**src/rtl/tecmo_pkg.sv**
```systemverilog
// Shared types for the ROM download path: word/lane sizes, the SDRAM write word and the writer FSM states.
package tecmo_pkg;

  localparam int WORD_WIDTH = 32;
  localparam int BYTE_LANES = 4;

  typedef struct packed {
    logic [22:0] addr;
    logic [31:0] data;
  } sdram_word_t;

  typedef enum logic [0:0] {
    IDLE = 1'b0,
    REQ  = 1'b1
  } writer_state_t;

endpackage

```
**src/rtl/rom_download_writer_if.sv**
```systemverilog
// HPS ioctl byte stream plus SDRAM req/ack write port; master = HPS/SDRAM side, slave = writer.
interface rom_download_writer_if;

  logic        ioctl_download;
  logic [24:0] ioctl_addr;
  logic [7:0]  ioctl_data;
  logic        ioctl_wr;
  logic        ioctl_wait;

  logic [22:0] sdram_addr;
  logic [31:0] sdram_data;
  logic        sdram_we;
  logic        sdram_req;
  logic        sdram_ack;

  modport master (
    output ioctl_download, ioctl_addr, ioctl_data, ioctl_wr, sdram_ack,
    input  ioctl_wait, sdram_addr, sdram_data, sdram_we, sdram_req
  );

  modport slave (
    input  ioctl_download, ioctl_addr, ioctl_data, ioctl_wr, sdram_ack,
    output ioctl_wait, sdram_addr, sdram_data, sdram_we, sdram_req
  );

endinterface

```
**src/rtl/rom_download_writer_word_fifo.sv**
```systemverilog
// word_fifo: synchronous FIFO of sdram_word_t, combinational head and next-head, push/pop in 1 cycle.
// Push into a full FIFO or pop from an empty one is ignored; the caller gates on o_full/o_empty.
module word_fifo
  import tecmo_pkg::*;
#(
  parameter int DEPTH = 2,
  localparam int AW = $clog2(DEPTH),
  localparam int CW = AW + 1
) (
  input  logic        clk,
  input  logic        reset_n,
  input  logic        i_push,
  input  sdram_word_t i_data,
  input  logic        i_pop,
  output sdram_word_t o_head,
  output sdram_word_t o_head_next,
  output logic [CW-1:0] o_count,
  output logic        o_empty,
  output logic        o_full
);

  sdram_word_t   r_mem [DEPTH];
  logic [AW-1:0] r_wr;
  logic [AW-1:0] r_rd;
  logic [CW-1:0] r_count;
  logic          w_push_ok;
  logic          w_pop_ok;

  assign o_empty     = (r_count == '0);
  assign o_full      = (r_count == CW'(DEPTH));
  assign o_count     = r_count;
  assign o_head      = r_mem[r_rd];
  assign o_head_next = r_mem[r_rd + AW'(1)];
  assign w_push_ok   = i_push & ~o_full;
  assign w_pop_ok    = i_pop & ~o_empty;

  always_ff @(posedge clk or negedge reset_n) begin
    if (!reset_n) begin
      for (int i = 0; i < DEPTH; i++) r_mem[i] <= '0;
      r_wr    <= '0;
      r_rd    <= '0;
      r_count <= '0;
    end else begin
      if (w_push_ok) begin
        r_mem[r_wr] <= i_data;
        r_wr        <= r_wr + AW'(1);
      end
      if (w_pop_ok) r_rd <= r_rd + AW'(1);
      r_count <= r_count + CW'(w_push_ok) - CW'(w_pop_ok);
    end
  end

endmodule

```
**src/rtl/rom_download_writer.sv**
```systemverilog
// Packs HPS ioctl bytes into 32-bit SDRAM writes; strobe-to-req 2 cycles, ioctl_wait at FIFO_DEPTH-1 words.
// Optional running byte checksum port with `define ROM_DOWNLOAD_CHECKSUM_EN.
module rom_download_writer
  import tecmo_pkg::*;
#(
  parameter int FIFO_DEPTH = 2
) (
  input  logic clk,
  input  logic reset_n,
  rom_download_writer_if.slave bus,
  output logic busy,
  output logic done
`ifdef ROM_DOWNLOAD_CHECKSUM_EN
  ,
  output logic [31:0] checksum
`endif
);

  localparam int CW = $clog2(FIFO_DEPTH) + 1;
  localparam logic [0:0] ST_IDLE = IDLE;
  localparam logic [0:0] ST_REQ  = REQ;

  logic [0:0]            r_state;
  logic [WORD_WIDTH-1:0] r_word;
  logic [22:0]           r_waddr;
  logic [BYTE_LANES-1:0] r_mask;
  logic                  r_dl_q;
  logic                  r_dl_seen;
  logic                  r_wait;
  logic                  r_req;
  logic [22:0]           r_addr;
  logic [31:0]           r_data;
  logic                  r_done;

  logic                  w_wr;
  logic [22:0]           w_new_waddr;
  logic [1:0]            w_lane;
  logic                  w_any;
  logic                  w_push_req;
  logic                  w_push;
  logic                  w_accept;
  logic                  w_pop;
  logic                  w_done_cond;
  logic [WORD_WIDTH-1:0] w_word_nxt;
  logic [BYTE_LANES-1:0] w_mask_nxt;
  logic [22:0]           w_waddr_nxt;
  logic [CW-1:0]         w_count;
  logic [CW-1:0]         w_count_nxt;
  logic                  w_empty;
  logic                  w_full;
  sdram_word_t           w_head;
  sdram_word_t           w_head_next;
  sdram_word_t           w_push_word;

  assign w_wr        = bus.ioctl_wr & bus.ioctl_download;
  assign w_new_waddr = bus.ioctl_addr[24:2];
  assign w_lane      = bus.ioctl_addr[1:0];
  assign w_any       = |r_mask;

  // Push on a full word, on a strobe to another word, or while download has been low (flush).
  assign w_push_req  = (&r_mask) | (w_wr & w_any & (w_new_waddr != r_waddr)) | (~r_dl_q & w_any);
  assign w_push      = w_push_req & ~w_full;
  assign w_accept    = w_wr & ~(w_push_req & w_full);
  assign w_pop       = (r_state == ST_REQ) & bus.sdram_ack;
  assign w_push_word = '{addr: r_waddr, data: r_word};
  assign w_count_nxt = w_count + CW'(w_push) - CW'(w_pop);

  always_comb begin
    w_word_nxt  = w_push ? '0 : r_word;
    w_mask_nxt  = w_push ? '0 : r_mask;
    w_waddr_nxt = r_waddr;
    if (w_accept) begin
      w_word_nxt[{w_lane, 3'b000} +: 8] = bus.ioctl_data;
      w_mask_nxt[w_lane]                = 1'b1;
      w_waddr_nxt                       = w_new_waddr;
    end
  end

  word_fifo #(.DEPTH(FIFO_DEPTH)) u_fifo (
    .clk         (clk),
    .reset_n     (reset_n),
    .i_push      (w_push),
    .i_data      (w_push_word),
    .i_pop       (w_pop),
    .o_head      (w_head),
    .o_head_next (w_head_next),
    .o_count     (w_count),
    .o_empty     (w_empty),
    .o_full      (w_full)
  );

  assign w_done_cond = ~bus.ioctl_download & ~w_any & w_empty & (r_state == ST_IDLE) & r_dl_seen;

  always_ff @(posedge clk or negedge reset_n) begin
    if (!reset_n) begin
      r_word    <= '0;
      r_waddr   <= '0;
      r_mask    <= '0;
      r_dl_q    <= 1'b0;
      r_dl_seen <= 1'b0;
      r_wait    <= 1'b0;
      r_done    <= 1'b0;
    end else begin
      r_word    <= w_word_nxt;
      r_waddr   <= w_waddr_nxt;
      r_mask    <= w_mask_nxt;
      r_dl_q    <= bus.ioctl_download;
      r_wait    <= (w_count_nxt >= CW'(FIFO_DEPTH - 1));
      r_done    <= w_done_cond;
      if (bus.ioctl_download) r_dl_seen <= 1'b1;
      else if (w_done_cond)   r_dl_seen <= 1'b0;
    end
  end

  // The head stays in the FIFO until acked, so it counts against ioctl_wait while in flight.
  always_ff @(posedge clk or negedge reset_n) begin
    if (!reset_n) begin
      r_state <= ST_IDLE;
      r_req   <= 1'b0;
      r_addr  <= '0;
      r_data  <= '0;
    end else begin
      case (r_state)
        ST_IDLE: begin
          if (!w_empty) begin
            r_addr  <= w_head.addr;
            r_data  <= w_head.data;
            r_req   <= 1'b1;
            r_state <= ST_REQ;
          end
        end
        ST_REQ: begin
          if (bus.sdram_ack) begin
            if (w_count >= CW'(2)) begin
              r_addr <= w_head_next.addr;
              r_data <= w_head_next.data;
            end else begin
              r_req   <= 1'b0;
              r_state <= ST_IDLE;
            end
          end
        end
        default: begin
          r_req   <= 1'b0;
          r_state <= ST_IDLE;
        end
      endcase
    end
  end

  assign bus.ioctl_wait = r_wait;
  assign bus.sdram_addr = r_addr;
  assign bus.sdram_data = r_data;
  assign bus.sdram_req  = r_req;
  assign bus.sdram_we   = r_req;
  assign busy           = w_any | ~w_empty | r_req;
  assign done           = r_done;

`ifdef ROM_DOWNLOAD_CHECKSUM_EN
  logic [31:0] r_cksum;
  logic        r_frozen;

  always_ff @(posedge clk or negedge reset_n) begin
    if (!reset_n) begin
      r_cksum  <= '0;
      r_frozen <= 1'b0;
    end else if (bus.ioctl_download & ~r_dl_q) begin
      r_cksum  <= w_accept ? {24'h0, bus.ioctl_data} : 32'h0;
      r_frozen <= 1'b0;
    end else begin
      if (w_accept & ~r_frozen) r_cksum <= r_cksum + {24'h0, bus.ioctl_data};
      if (w_done_cond)          r_frozen <= 1'b1;
    end
  end

  assign checksum = r_cksum;
`endif

endmodule

```
**src/flat_wrapper.sv**
```systemverilog
// flat-port wrapper written by rule: the top's interface ports become plain ports
module rom_download_writer_flat import tecmo_pkg::*;
#(
  parameter int FIFO_DEPTH = 2
)
  (clk, reset_n, busy, done, bus_ioctl_download, bus_ioctl_addr, bus_ioctl_data, bus_ioctl_wr, bus_sdram_ack, bus_ioctl_wait, bus_sdram_addr, bus_sdram_data, bus_sdram_we, bus_sdram_req);
  rom_download_writer_if bus_i ();
  input  logic clk;
  input  logic reset_n;
  output logic busy;
  output logic done;
  input wire logic [$bits(bus_i.ioctl_download)-1:0] bus_ioctl_download;
  input wire logic [$bits(bus_i.ioctl_addr)-1:0] bus_ioctl_addr;
  input wire logic [$bits(bus_i.ioctl_data)-1:0] bus_ioctl_data;
  input wire logic [$bits(bus_i.ioctl_wr)-1:0] bus_ioctl_wr;
  input wire logic [$bits(bus_i.sdram_ack)-1:0] bus_sdram_ack;
  output wire logic [$bits(bus_i.ioctl_wait)-1:0] bus_ioctl_wait;
  output wire logic [$bits(bus_i.sdram_addr)-1:0] bus_sdram_addr;
  output wire logic [$bits(bus_i.sdram_data)-1:0] bus_sdram_data;
  output wire logic [$bits(bus_i.sdram_we)-1:0] bus_sdram_we;
  output wire logic [$bits(bus_i.sdram_req)-1:0] bus_sdram_req;
  assign bus_i.ioctl_download = bus_ioctl_download;
  assign bus_i.ioctl_addr = bus_ioctl_addr;
  assign bus_i.ioctl_data = bus_ioctl_data;
  assign bus_i.ioctl_wr = bus_ioctl_wr;
  assign bus_i.sdram_ack = bus_sdram_ack;
  assign bus_ioctl_wait = bus_i.ioctl_wait;
  assign bus_sdram_addr = bus_i.sdram_addr;
  assign bus_sdram_data = bus_i.sdram_data;
  assign bus_sdram_we = bus_i.sdram_we;
  assign bus_sdram_req = bus_i.sdram_req;
  rom_download_writer #(.FIFO_DEPTH(FIFO_DEPTH)) u_core (.clk(clk), .reset_n(reset_n), .bus(bus_i), .busy(busy), .done(done));
endmodule
```
**config.mk**
```make
export PLATFORM = sky130hd
export DESIGN_NAME = rom_download_writer_flat
export DESIGN_NICKNAME = d
export VERILOG_FILES = /design/src/rtl/tecmo_pkg.sv /design/src/rtl/rom_download_writer_if.sv /design/src/rtl/rom_download_writer_word_fifo.sv /design/src/rtl/rom_download_writer.sv /design/src/flat_wrapper.sv
export SDC_FILE = /design/constraint.sdc
export NUM_CORES = 1
export LEC_CHECK = 0
export ABC_CLOCK_PERIOD_IN_PS = 7500
export BUFFER_PORTS_ARGS = -buffer_cell sky130_fd_sc_hd__buf_2
export CAP_MARGIN = 25
export CORE_MARGIN = 10
export CORE_UTILIZATION = 50
export DETAILED_ROUTE_END_ITERATION = 8
export PLACE_DENSITY = 0.69
export SKIP_CTS_REPAIR_TIMING = 1
export SLEW_MARGIN = 20
export SYNTH_ARGS = -nofsm -noshare
export SYNTH_HDL_FRONTEND = slang
export SYNTH_SLANG_ARGS = --single-unit
```
**constraint.sdc**
```tcl
create_clock -name clk -period 7.5 [get_ports clk]
set_input_delay 0.75 -clock clk [delete_from_list [all_inputs] [get_ports clk]]
set_output_delay 0.75 -clock clk [all_outputs]
set_load 0.03 [all_outputs]
```
==> results.md, run 1 <==
- Status: finished, final reports clean
- Vias: a little under 6000
- Number of I/O port buffers: 97
- Gr ovfl total: 0
- Layout area overhead: 15.3%
- GR Util All Layers: 15.4%
- Post-layout util: 58.6%
- Post-Syn Nets: 787
- Normalized max-slew margin: about a third
- Total Wirelength: 20.1 mm
- Setup-failing EPs final: 0
- Final hold vios: 0
- Vias per inst: 5.23
- Syn Inst Count: 737
- Number of synthesized register bits: 234
- Synth Cell Area: 9890 sq um
- IO Pins: 98
- Worst Path Arrival: ~3.8 ns
- Worst Setup Start Kind: register
- CTS tree: built
- Max Clock Skew: 0.0170 ns
- Slowest CP cell: nand2_4
- # DRC: 0
- Fmax achieved: between 200 and 300 MHz
- Wire per inst: between 15 and 20 um
- Die Y-Extent: 161 um
- Vias in the first global route: 6206
- Latest clock arrival within the worst-skew pair: 0.51 ns
- Antenna violations before repair: 2
- Layer with the highest usage: met2
- RSZ-0062 raised after global routing: no
- Critical-path cell list: xor2_1 > nor4_1 > nand4_1 > o221ai_4 > inv_2 > nand2_4 > mux2_2
- Met3 Track Usage GR: 3.83%
- Sink Count: 234
- Syn avg cell area: 13.4 sq um
- CP required: 7.88 ns
- Core Rows: 51
- First-pass GRT wire length: between 30 and 40 mm
- Max-cap violation count: 0
- Type of the worst min-delay path: in2async
- Leak: around 5.6 nW
- Clock Path Buffers: 3
- Crit share post-route: approximately 46%
- Filler Cell Count: approximately 1600
- CP Class: reg2reg
- WP buf/inv: 1
- Met1 GRT Util: 19.3%
- Maximum net fanout on the critical path: 55
- GP Congestion: 0.797
- PwrDens: 418 nW/um^2
- Final Slew Violations: 0
- CP peak stage delay: around 0.65 ns
- Max rail drop VDD: between 0.3 and 0.4 mV
- Root Driver: clkbuf_16
- Post-synthesis sequential area ratio: 59.2%
- Initial Util: between 50% and 60%
- Share of cells above drive strength 1: 32.8%
- Post-DP HPWL: about 13 mm
- Total negative slack: 0 ns
- Iter 0 DRT Violations: just over 300
- Core area: 19500 sq um
- YS warnings: 0
- Met2 Use GR: 26.5%
- Diode count: 0
- Distinct cells, synth: 40
- Nets: 880
- Die footprint: roughly 26000 sq um
- Clock transition at path regs: 0.06 ns
- Pin count of the biggest net entering global routing: 111
- Chip width: roughly 160 um
- Cell family with most CP delay: simple AND/OR/NAND/NOR gates
- Crit. End Element: register
- Area of the multi-input gates: 3810 sq um
- Fin crit period: 3.45 ns
- Htree depth: 1
- Antenna Nets Post-Route: 0
- Sequential standard cell area: 5860 sq um
- Worst-margin pin slew: approximately 1 ns
- TritonRoute pass-1 iters: 4
- Num CTS Buffers: 24
stage by stage:
| stage | instances | cell area, sq um | setup slack, ns | total power [mW] | hold slack [ns] |
|---|---|---|---|---|---|
| 2_1_floorplan | 737 | 9890 | 4.64 | 3.18 | 0.441 |
| 3_3_place_gp | 1068 | 10600 | 3.68 | 3.59 | 0.452 |
| 3_5_place_dp | 1068 | 10600 | 3.56 | 3.66 | 0.461 |
| 4_1_cts | 1111 | 11400 | 3.97 | 4.84 | 0.239 |
| 5_1_grt | 1112 | 11400 | 3.81 | 5.07 | 0.267 |
| 6_report | 1112 | 11400 | 4.05 | 4.76 | 0.211 |
logic make-up after synthesis:
kind of cell | count (synthesis) | synth area share, %
flops | 234 | 59.2
mux | 196 | 21.6
simple gates | 117 | 5.78
compound gates | 96 | 6.53
buf+inv | 52 | 2.64
xor+xnor | 30 | 2.66
fa+ha+maj | 12 | 1.52
per-layer routing:
| layer | share of wire, % | routed length (um) |
|---|---|---|
| met4 | 1.4 | 272 |
| met2 | 50 | 10000 |
| met1 | 44 | 8810 |
| met5 | 0.085 | 17 |
| met3 | 4.7 | 942 |
synth_stat cells (all sizes together):
cell type	count	area (sq um)
nand2	82	315
or3	1	6.26
o21ai	59	295
nand3	2	10.0
nor2	6	25.0
ha	12	150
nand2b	4	25.0
nor4	11	114
a211oi	3	37.5
xnor2	11	96.3
a21o	2	15.0
nor2b	1	6.26
nor3	2	15.0
o21bai	1	7.51
nand4	4	25.0
o211ai	1	12.5
a2bb2oi	1	8.76
xor2	19	166
mux2i	63	631
a21oi	3	15.0
o31a	1	17.5
dfrtp	234	5860
clkbuf	15	56.3
o221ai	1	26.3
a22o	24	210
or2b	1	7.51
nand3b	1	7.51
mux2	133	1510
nor3b	2	15.0
inv	16	60.1
buf	21	145
final cells by class:
type,instances,share of cell area [%]
clock buffers,41,6.54
clock inverters,2,0.307
inverters,16,0.527
flip-flops and latches,234,51.4
well taps,265,2.91
repair buffers,103,4.92
multi-input cells,451,33.4
power breakdown:
part	internal (mW)	switching (mW)	total [mW]
sequential	1.63	0.245	1.87
clock	0.705	0.456	1.16
combinational	0.732	0.999	1.73
total	3.06	1.70	4.76
cells in the final DEF (no fill, tap or decap), types with 2 or more instances in the layout:
master     instances
a211oi_2           3
a21o_1             2
a21oi_1            3
a22o_1            24
buf_2             96
buf_4              5
clkbuf_1          10
clkbuf_16         25
clkbuf_8           6
dfrtp_1          234
ha_1              12
inv_1             15
mux2_1             6
mux2_2           124
mux2_4             3
mux2i_1           63
nand2_1           81
nand2b_1           4
nand3_1            2
nand4_1            4
nor2_1             5
nor3b_1            2
nor4_1             8
nor4_4             3
o21ai_0           59
xnor2_1           11
xor2_1            18
sequential cells by signal, summed over array words and instances, names as in the netlist:
name                   flops
u_core.bus.sdram_data     32
u_core.bus.sdram_addr     23
u_core.r_dl_seen           1
u_core.r_word             32
u_core.u_fifo.r_wr         1
u_core.u_fifo.r_mem      110
u_core.r_mask              4
u_core.r_state             1
u_core.bus.ioctl_wait      1
u_core.r_waddr            23
u_core.r_dl_q              1
u_core.done                1
u_core.bus.sdram_req       1
u_core.u_fifo.r_rd         1
u_core.u_fifo.o_count      2
final timing paths:
kind	startpoint	to	slack (ns)	cells past startpoint
max	u_core.r_waddr[5]$_DFFE_PN0N_	u_core.u_fifo.r_mem[52]$_DFFE_PN0P_	4.05	7
min	reset_n	u_core.bus.sdram_data[11]$_DFFE_PN0P_	0.21	1
max reg2reg	u_core.r_waddr[5]$_DFFE_PN0N_	u_core.u_fifo.r_mem[52]$_DFFE_PN0P_	4.05	7
min reg2reg	u_core.r_dl_seen$_DFFE_PN0P_	u_core.r_dl_seen$_DFFE_PN0P_	0.47	1
max in group asynchronous	reset_n	u_core.r_waddr[4]$_DFFE_PN0N_	5.87	2
min in group clk	bus_ioctl_download	u_core.r_dl_q$_DFF_PN0_	0.40	1
(Power assumes the default switching activity.)
==> inputs of run 2 (changes only) <==
--- a/config.mk
+++ b/config.mk
@@ -5,13 +5,14 @@
 export SDC_FILE = /design/constraint.sdc
 export NUM_CORES = 1
 export LEC_CHECK = 0
-export ABC_CLOCK_PERIOD_IN_PS = 7500
+export ABC_AREA = 1
+export ABC_CLOCK_PERIOD_IN_PS = 3000
 export BUFFER_PORTS_ARGS = -buffer_cell sky130_fd_sc_hd__buf_2
 export CAP_MARGIN = 25
 export CORE_MARGIN = 10
 export CORE_UTILIZATION = 50
 export DETAILED_ROUTE_END_ITERATION = 8
-export PLACE_DENSITY = 0.69
+export PLACE_DENSITY = 0.72
 export SKIP_CTS_REPAIR_TIMING = 1
 export SLEW_MARGIN = 20
 export SYNTH_ARGS = -nofsm -noshare
==> constraint.sdc (replaced) <==
create_clock -name clk -period 3 [get_ports clk]
set_input_delay 0.3 -clock clk [delete_from_list [all_inputs] [get_ports clk]]
set_output_delay 0.3 -clock clk [all_outputs]
set_load 0.03 [all_outputs]
==> run 2 against run 1 <==
  * Cell area grew 5.8%
  * Global-route usage grew 2.2 points
  * Die area grew 6.2%
  * Clock-buffer cell count shrank 2
  * First-iteration DRC count grew 90%
  * Clock skew shrank 0.0074 ns
  * Clock power grew to 2.6 times the previous value
  * Critical path type unchanged
  * Largest power group is now combinational cells
==> results.md, run 2 <==
- Root Driver: clkbuf_16
- Total Wirelength: 23.3 mm (+16%)
- GR Util All Layers: 17.5% (+2.2 points)
- Worst Setup Start Kind: register
- Setup slack, reg-to-reg: 0.59 ns (-3.46 ns)
- Post-DP HPWL: 15.6 mm (+16%)
- IO Pins: 98 (unchanged)
- Int Pwr: 7.61 mW (+150%)
- Antenna Nets Post-Route: 0 (unchanged)
- Latest clock arrival within the worst-skew pair: 0.51 ns (about the same)
- Worst Path Arrival: 2.84 ns (-0.99 ns)
- Normalized max-slew margin: 45.0% (+13 points)
- Critical Path Source: u_core.u_fifo.o_count[1]$_DFF_PN0_
- Syn Inst Count: 1268 (+72%)
- Vias in the first global route: 8086 (+30%)
- Iter 0 DRT Violations: 579 (+90%)
- Number of synthesized register bits: 234 (unchanged)
- Clock Path Buffers: 3 (unchanged)
- TritonRoute pass-1 iters: 5 (+1)
- Max Clock Skew: 0.00956 ns (-0.00740 ns)
- Die footprint: 27400 sq um (+6.2%)
- Max-cap violation count: 0 (unchanged)
- Final hold vios: 0 (unchanged)
- Gr ovfl total: 0 (unchanged)
- Number of I/O port buffers: 97 (unchanged)
- EDFF count, synth: 0 (unchanged)
- Switching portion of total power: 42.1% (+6.4 points)
- Leak: 5.94 nW (+5.9%)
- Dpl cells: 1584 (+48%)
- RSZ-0062 raised after global routing: no
- FF-to-FF End: u_core.u_fifo.o_count[1]$_DFF_PN0_
- Fmax achieved: 414 MHz (+43%)
- Critical Path End: u_core.u_fifo.o_count[1]$_DFF_PN0_
- Top reg by flops: u_core.u_fifo.r_mem
- Max rail drop VDD: 0.513 mV (+37%)
- Maximum net fanout on the critical path: 19 (-65%)
- Type of the worst min-delay path: in2reg
- Initial Util: 50.5% (-0.27 points)
- Synth Cell Area: 10600 sq um (+7.1%)
- Commonest non-fill, non-tap cell in the layout: nand2_1
- Crit share post-route: 80.5% (+34 points)
- Total negative slack: 0 ns (unchanged)
- PwrDens: 1090 nW/um^2 (+160%)
- Post-synth top cells: 274 x nand2_1, 234 x dfrtp_1, 151 x inv_1, 151 x nor2_1, 149 x o21ai_0
- Largest register FFs: 110 (unchanged)
- Vias per inst: 4.98 (-4.7%)
- Sink Count: 234 (unchanged)
- Worst Hold Slack: 0.000205 ns (-0.211 ns)
- Syn avg cell area: 8.35 sq um (-38%)
- Final Non-Filler Cells: 1633 (+47%)
- Yosys top cell area share: 55.3% (-3.9 points)
- Distinct cells, synth: 27 (-33%)
- Post-Syn Nets: 1318 (+67%)
- Chip width: 166 um (+3.0%)
- Yosys top cell by area: dfrtp_1
- CP Class: reg2reg
- Vias: 8135 (+40%)
- Antenna violations before repair: 2 (unchanged)
- FF-to-FF Start: u_core.u_fifo.o_count[1]$_DFF_PN0_
- Commonest non-fill, non-tap cells in the layout: 274 x nand2_1, 234 x dfrtp_1, 151 x inv_1
- Wire per inst: 14.3 um (-21%)
- CP required: 3.43 ns (-4.45 ns)
- Switching Power: 5.54 mW (+230%)
- Synth area leaders: dfrtp_1 55%, nand2_1 9.7%, o21ai_0 7.0%, inv_1 5.4%, nor2_1 5.4%
- Depth of the worst register-to-register path: 9 (+2)
- Worst-margin pin slew: 0.819 ns (-0.204 ns)
- GP Congestion: 0.990 (+24%)
- Post-synthesis sequential area ratio: 55.3% (-3.9 points)
- First-pass GRT wire length: 40.2 mm (+22%)
- Logic pwr share: 40.2% (+3.9 points)
- Htree depth: 1 (unchanged)
- FFs w/ async S/R, synth: 100% (unchanged)
- # DRC: 0 (unchanged)
- Num CTS Buffers: 25 (+4.2%)
- Layout area overhead: 13.9%
- Post-synth top flop: dfrtp_1
- Core Rows: 53 (+3.9%)
- Status: finished, final reports clean
- Share of cells above drive strength 1: 12.1% (-21 points)
- Die Y-Extent: 166 um (+3.0%)
- Clock transition at path regs: 0.06 ns (about the same)
- Most frequent cell after synthesis: nand2_1
- YS warnings: 0 (unchanged)
- Pin count of the biggest net entering global routing: 94 (-15%)
- Flop pwr share: 37.2% (-2.1 points)
- Fin crit period: 2.41 ns (-1.04 ns)
- Core area: 21000 sq um (+7.7%)
- CTS tree: built
- Final Slew Violations: 0 (unchanged)
- Clk pwr share: 22.6% (-1.8 points)
- Crit. End Element: register
- Setup-failing EPs final: 0 (unchanged)
- Nets: 1388 (+58%)
-- run 2: cell types whose count changed in the layout (fill, tap and decap cells not counted), moves of 29 or more --
cell,change
nor2_1,+145
nand4_1,+29
inv_1,+136
o21ai_1,+44
nand2_1,+193
mux2_2,-124
o21ai_0,+90
mux2i_1,-63
a21oi_1,+86
-- run 2: power by group through the flow --
stage	Clock [mW]	Sequential, mW	Combinational, mW
2_1_floorplan	0	5.60	3.28
6_report	2.97	4.89	5.29
4_1_cts	3.03	4.89	5.40
3_5_place_dp	0	4.93	5.37
3_3_place_gp	0	4.88	5.25
5_1_grt	3.18	5.03	6.07
-- run 2: metal layers --
layer  GRT usage (%)  part of all wire [%]  up-vias
met1            24.7                    47     3762
li1                -                     -     4160
met3            3.10                   5.3       44
met4            5.63                   2.7        0
met5               0                     0        -
met2            26.9                    45      169
-- run 2: layout make-up --
type                    instances  area (sq um)
diodes                          3          7.51
repair buffers                117           738
multi-input cells             802          3730
inverters                     158           593
well taps                     275           344
flip-flops and latches        234          5860
clock inverters                 5          56.3
clock buffers                  39           738
fillers                      1936          8890
-- run 2: critical path, stage by stage, from the launching register on --
cell and delay (ns):
dfrtp_1 0.45, inv_1 0.11, nor2_2 0.16, clkinv_1 0.51, nand2_1 0.34, ha_1 0.27
inv_1 0.05, ha_1 0.14, xnor2_1 0.13, xor2_1 0.18
-- run 2: worst min-delay path by stage --
stage                     slack (ns)  depth (start not counted)           from                               endpoint
after floorplan                0.004                          0        reset_n        u_core.bus.ioctl_wait$_DFF_PN0_
after global placement          0.38                          1        reset_n         u_core.r_waddr[16]$_DFFE_PN0N_
after detailed placement        0.38                          1        reset_n   u_core.u_fifo.r_mem[103]$_DFFE_PN0P_
after CTS                      -0.15                          1        reset_n  u_core.bus.sdram_addr[16]$_DFFE_PN0P_
after global routing         0.00001                          2  bus_sdram_ack               u_core.r_state$_DFF_PN0_
final                         0.0002                          2  bus_sdram_ack               u_core.r_state$_DFF_PN0_
-- run 2: logic make-up after synthesis --
| kind of cell | synth area share [%] |
|---|---|
| buf+inv | 9.81 |
| compound gates | 13.3 |
| flops | 55.3 |
| fa+ha+maj | 1.42 |
| simple gates | 19.4 |
| xor+xnor | 0.744 |
-- run 2: stage by stage --
stage	power (mW)	worst slack [ns]	cell area (sq um)	utilization, %
after detailed placement	10.3	0.551	11200	53.6
final	13.1	0.585	12100	57.6
after CTS	13.3	0.550	12000	57.4
after global placement	10.1	0.614	11200	53.6
after global routing	14.3	0.324	12100	57.5
after floorplan	8.87	0.954	10600	-
==> inputs of run 3 (changes only) <==
--- a/config.mk
+++ b/config.mk
@@ -6,7 +6,7 @@
 export NUM_CORES = 1
 export LEC_CHECK = 0
 export ABC_AREA = 1
-export ABC_CLOCK_PERIOD_IN_PS = 3000
+export ABC_CLOCK_PERIOD_IN_PS = 2100
 export BUFFER_PORTS_ARGS = -buffer_cell sky130_fd_sc_hd__buf_2
 export CAP_MARGIN = 25
 export CORE_MARGIN = 10
==> constraint.sdc (replaced) <==
create_clock -name clk -period 2.1 [get_ports clk]
set_input_delay 0.21 -clock clk [delete_from_list [all_inputs] [get_ports clk]]
set_output_delay 0.21 -clock clk [all_outputs]
set_load 0.03 [all_outputs]
==> run 3 against run 2 <==
  * The run now ends with hold timing left
  * Global-route usage down 0.13 points
  * Utilization up 3.0 points
  * Total power up 49%
  * Critical path depth up 5
  * Largest cell class unchanged
  * Sequential share of layout area down 2.4 points
  * First-iteration DRC count down 14%
  * Cell area up 5.2%
  * Flip-flop and latch count unchanged
  * Worst hold slack worse by 0.022 ns
  * Maximum frequency up 20%
  * Clock power up 43%
  * Wire length up 4.0%
==> results.md, run 3 (same netlist as run 2, synthesis figures left out) <==
- Critical-path cell list: inv_2 > nand2_2 > nand2_1 > nor2_1 > nand2_1 > nor2_2 > nand3_2 > nand2_2 > nand2_4 > nand2_4 > inv_2 > ha_2 > xnor2_1 > or2_2
- Chip width: 166 um (unchanged)
- Status: finished, violations left
- First-pass GRT wire length: 39.8 mm (-0.81%)
- Worst Path Arrival: 2.42 ns (-0.42 ns)
- Layout area overhead: 19.8%
- Max-cap violation count: 0 (unchanged)
- GR Util All Layers: 17.4% (-0.13 points)
- Core Rows: 53 (unchanged)
- Wire per inst: 14.5 um (+1.8%)
- Die Y-Extent: 166 um (unchanged)
- Iter 0 DRT Violations: 497 (-14%)
- Post-layout util: 60.5% (+3.0 points)
- CP peak stage delay: 0.40 ns (-0.11 ns)
- Max Clock Skew: 0.00989 ns (+0.000322 ns)
- Initial Util: 50.5% (unchanged)
- Vias per inst: 5.06 (+1.5%)
- Fin crit period: 2.01 ns (-0.400 ns)
- Clock transition at path regs: 0.06 ns (about the same)
- Area of the multi-input gates: 3940 sq um (+5.8%)
- Placed Area: 11400 sq um (+1.1%)
- Final hold vios: 4 (+4)
- Failing checks: hold timing
- Total Wirelength: 24.2 mm (+4.0%)
- Antenna violations before repair: 1 (-1)
- Slowest CP cell: dfrtp_1
- Sink Count: 234 (unchanged)
- Worst-margin pin slew: 0.575 ns (-0.245 ns)
- Share of cells above drive strength 1: 15.5% (+3.4 points)
- CP required: 2.50 ns (-0.93 ns)
- Max rail drop VDD: 1.04 mV (+100%)
- Sequential standard cell area: 5860 sq um (unchanged)
- Root Driver: clkbuf_16
- Core area: 21000 sq um (unchanged)
- Pin count of the biggest net entering global routing: 71 (-24%)
- Worst Setup Start Kind: register
- RSZ-0062 raised after global routing: yes
- Largest register FFs: 110 (unchanged)
- Crit. End Element: register
- IO Pins: 98 (unchanged)
- Htree depth: 1 (unchanged)
- GP Congestion: 0.989 (about the same)
- PwrDens: 1550 nW/um^2 (+42%)
- Leak: 6.16 nW (+3.7%)
- Top reg by flops: u_core.u_fifo.r_mem
- Vias in the first global route: 8066 (-0.25%)
- Clock Path Buffers: 3 (unchanged)
- CTS tree: built
- Normalized max-slew margin: 61.3% (+16 points)
- Fin area: 12700 sq um (+5.2%)
- CP Class: reg2reg
- Nets: 1424 (+2.6%)
- Final Slew Violations: 0 (unchanged)
- Setup-failing EPs final: 0 (unchanged)
- Filler Cell Count: 1839 (-5.0%)
- Die footprint: 27400 sq um (unchanged)
- Vias: 8434 (+3.7%)
- Commonest non-fill, non-tap cells in the layout: 265 x nand2_1, 234 x dfrtp_1, 145 x inv_1, 145 x nor2_1, 125 x o21ai_0
- Worst Hold Slack: -0.0213 ns (-0.0215 ns)
- Commonest non-fill, non-tap cell in the layout: nand2_1
- Post-DP HPWL: 15.6 mm (-0.17%)
- Antenna Nets Post-Route: 0 (unchanged)
- Number of I/O port buffers: 97 (unchanged)
- Num CTS Buffers: 25 (unchanged)
- Type of the worst min-delay path: in2reg
- Maximum net fanout on the critical path: 4 (-15)
- Gr ovfl total: 0 (unchanged)
- # DRC: 0 (unchanged)
- Latest clock arrival within the worst-skew pair: 0.52 ns (about the same)
- Fmax achieved: 496 MHz (+20%)
- TritonRoute pass-1 iters: 5 (unchanged)
- Crit share post-route: 95.9% (+15 points)
==> run 3: changes by cell type in the layout (fill, tap and decap cells not counted), moves of 5 or more <==
| cell | previous run | this run |
|---|---|---|
| dlygate4sd3_1 | 2 | 22 |
| nand2_2 | 0 | 8 |
| nand3_1 | 20 | 15 |
| o21ai_1 | 44 | 66 |
| o21ai_0 | 149 | 125 |
| buf_12 | 7 | 15 |
| inv_1 | 151 | 145 |
| nand2_1 | 274 | 265 |
| nor2_1 | 150 | 145 |
| inv_2 | 4 | 10 |
==> run 3: worst paths after layout <==
check,slack (ns),end,from,depth (start not counted)
max,0.09,u_core.bus.ioctl_wait$_DFF_PN0_,u_core.r_waddr[15]$_DFFE_PN0N_,14
min,-0.02,u_core.r_waddr[5]$_DFFE_PN0N_,bus_ioctl_addr[7],3
max reg2reg,0.09,u_core.bus.ioctl_wait$_DFF_PN0_,u_core.r_waddr[15]$_DFFE_PN0N_,14
min reg2reg,0.48,u_core.u_fifo.r_mem[82]$_DFFE_PN0P_,u_core.u_fifo.r_mem[82]$_DFFE_PN0P_,2
max in group asynchronous,1.18,u_core.u_fifo.r_mem[19]$_DFFE_PN0P_,reset_n,3
min in group asynchronous,0.22,u_core.bus.sdram_addr[17]$_DFFE_PN0P_,reset_n,2
==> run 3: worst max-delay path, delay by kind of cell, from the launching register on <==
family,cells,cell delay [ns]
adder cells (fa/ha/maj),1,0.18
XOR/XNOR,1,0.11
flip-flops,1,0.40
AND/OR/NAND/NOR,10,1.08
buffers and inverters,2,0.13
==> run 3: layout make-up <==
| class | count | area share (%) |
|---|---|---|
| inverters | 158 | 4.68 |
| repair buffers | 150 | 9.02 |
| clock buffers | 34 | 5.59 |
| multi-input cells | 805 | 31.1 |
| well taps | 275 | 2.71 |
| diodes | 1 | 0.0197 |
| clock inverters | 11 | 0.730 |
| flip-flops and latches | 234 | 46.2 |
==> run 3: power by group <==
part | internal, mW | leakage, nW | switching, mW
Clock | 2.49 | 0.395 | 1.77
Sequential | 6.10 | 3.03 | 0.891
Combinational | 2.74 | 2.74 | 5.64
Total | 11.3 | 6.16 | 8.30
==> run 3: through the flow <==
step | hold slack, ns | instances | setup TNS (ns) | total power [mW] | setup WS [ns]
CTS | -0.378 | 1634 | -0.885 | 19.3 | -0.0716
global placement | 0.168 | 1589 | -0.114 | 14.8 | -0.0615
global route | 0.000516 | 1668 | -1.66 | 21.3 | -0.0642
finish | -0.0213 | 1668 | 0 | 19.6 | 0.0857
detailed placement | 0.167 | 1589 | -0.514 | 15.0 | -0.0597
floorplan | -0.0856 | 1268 | 0 | 12.7 | 0.144
==> run 3: routing by layer <==
layer  track usage, %  up-vias  share of wire [%]
met5                0        -                  0
met4             5.43        0                2.4
met3             3.25       43                5.4
met2             27.5      190                 46
met1             23.8     3956                 46
li1                 -     4245                  -
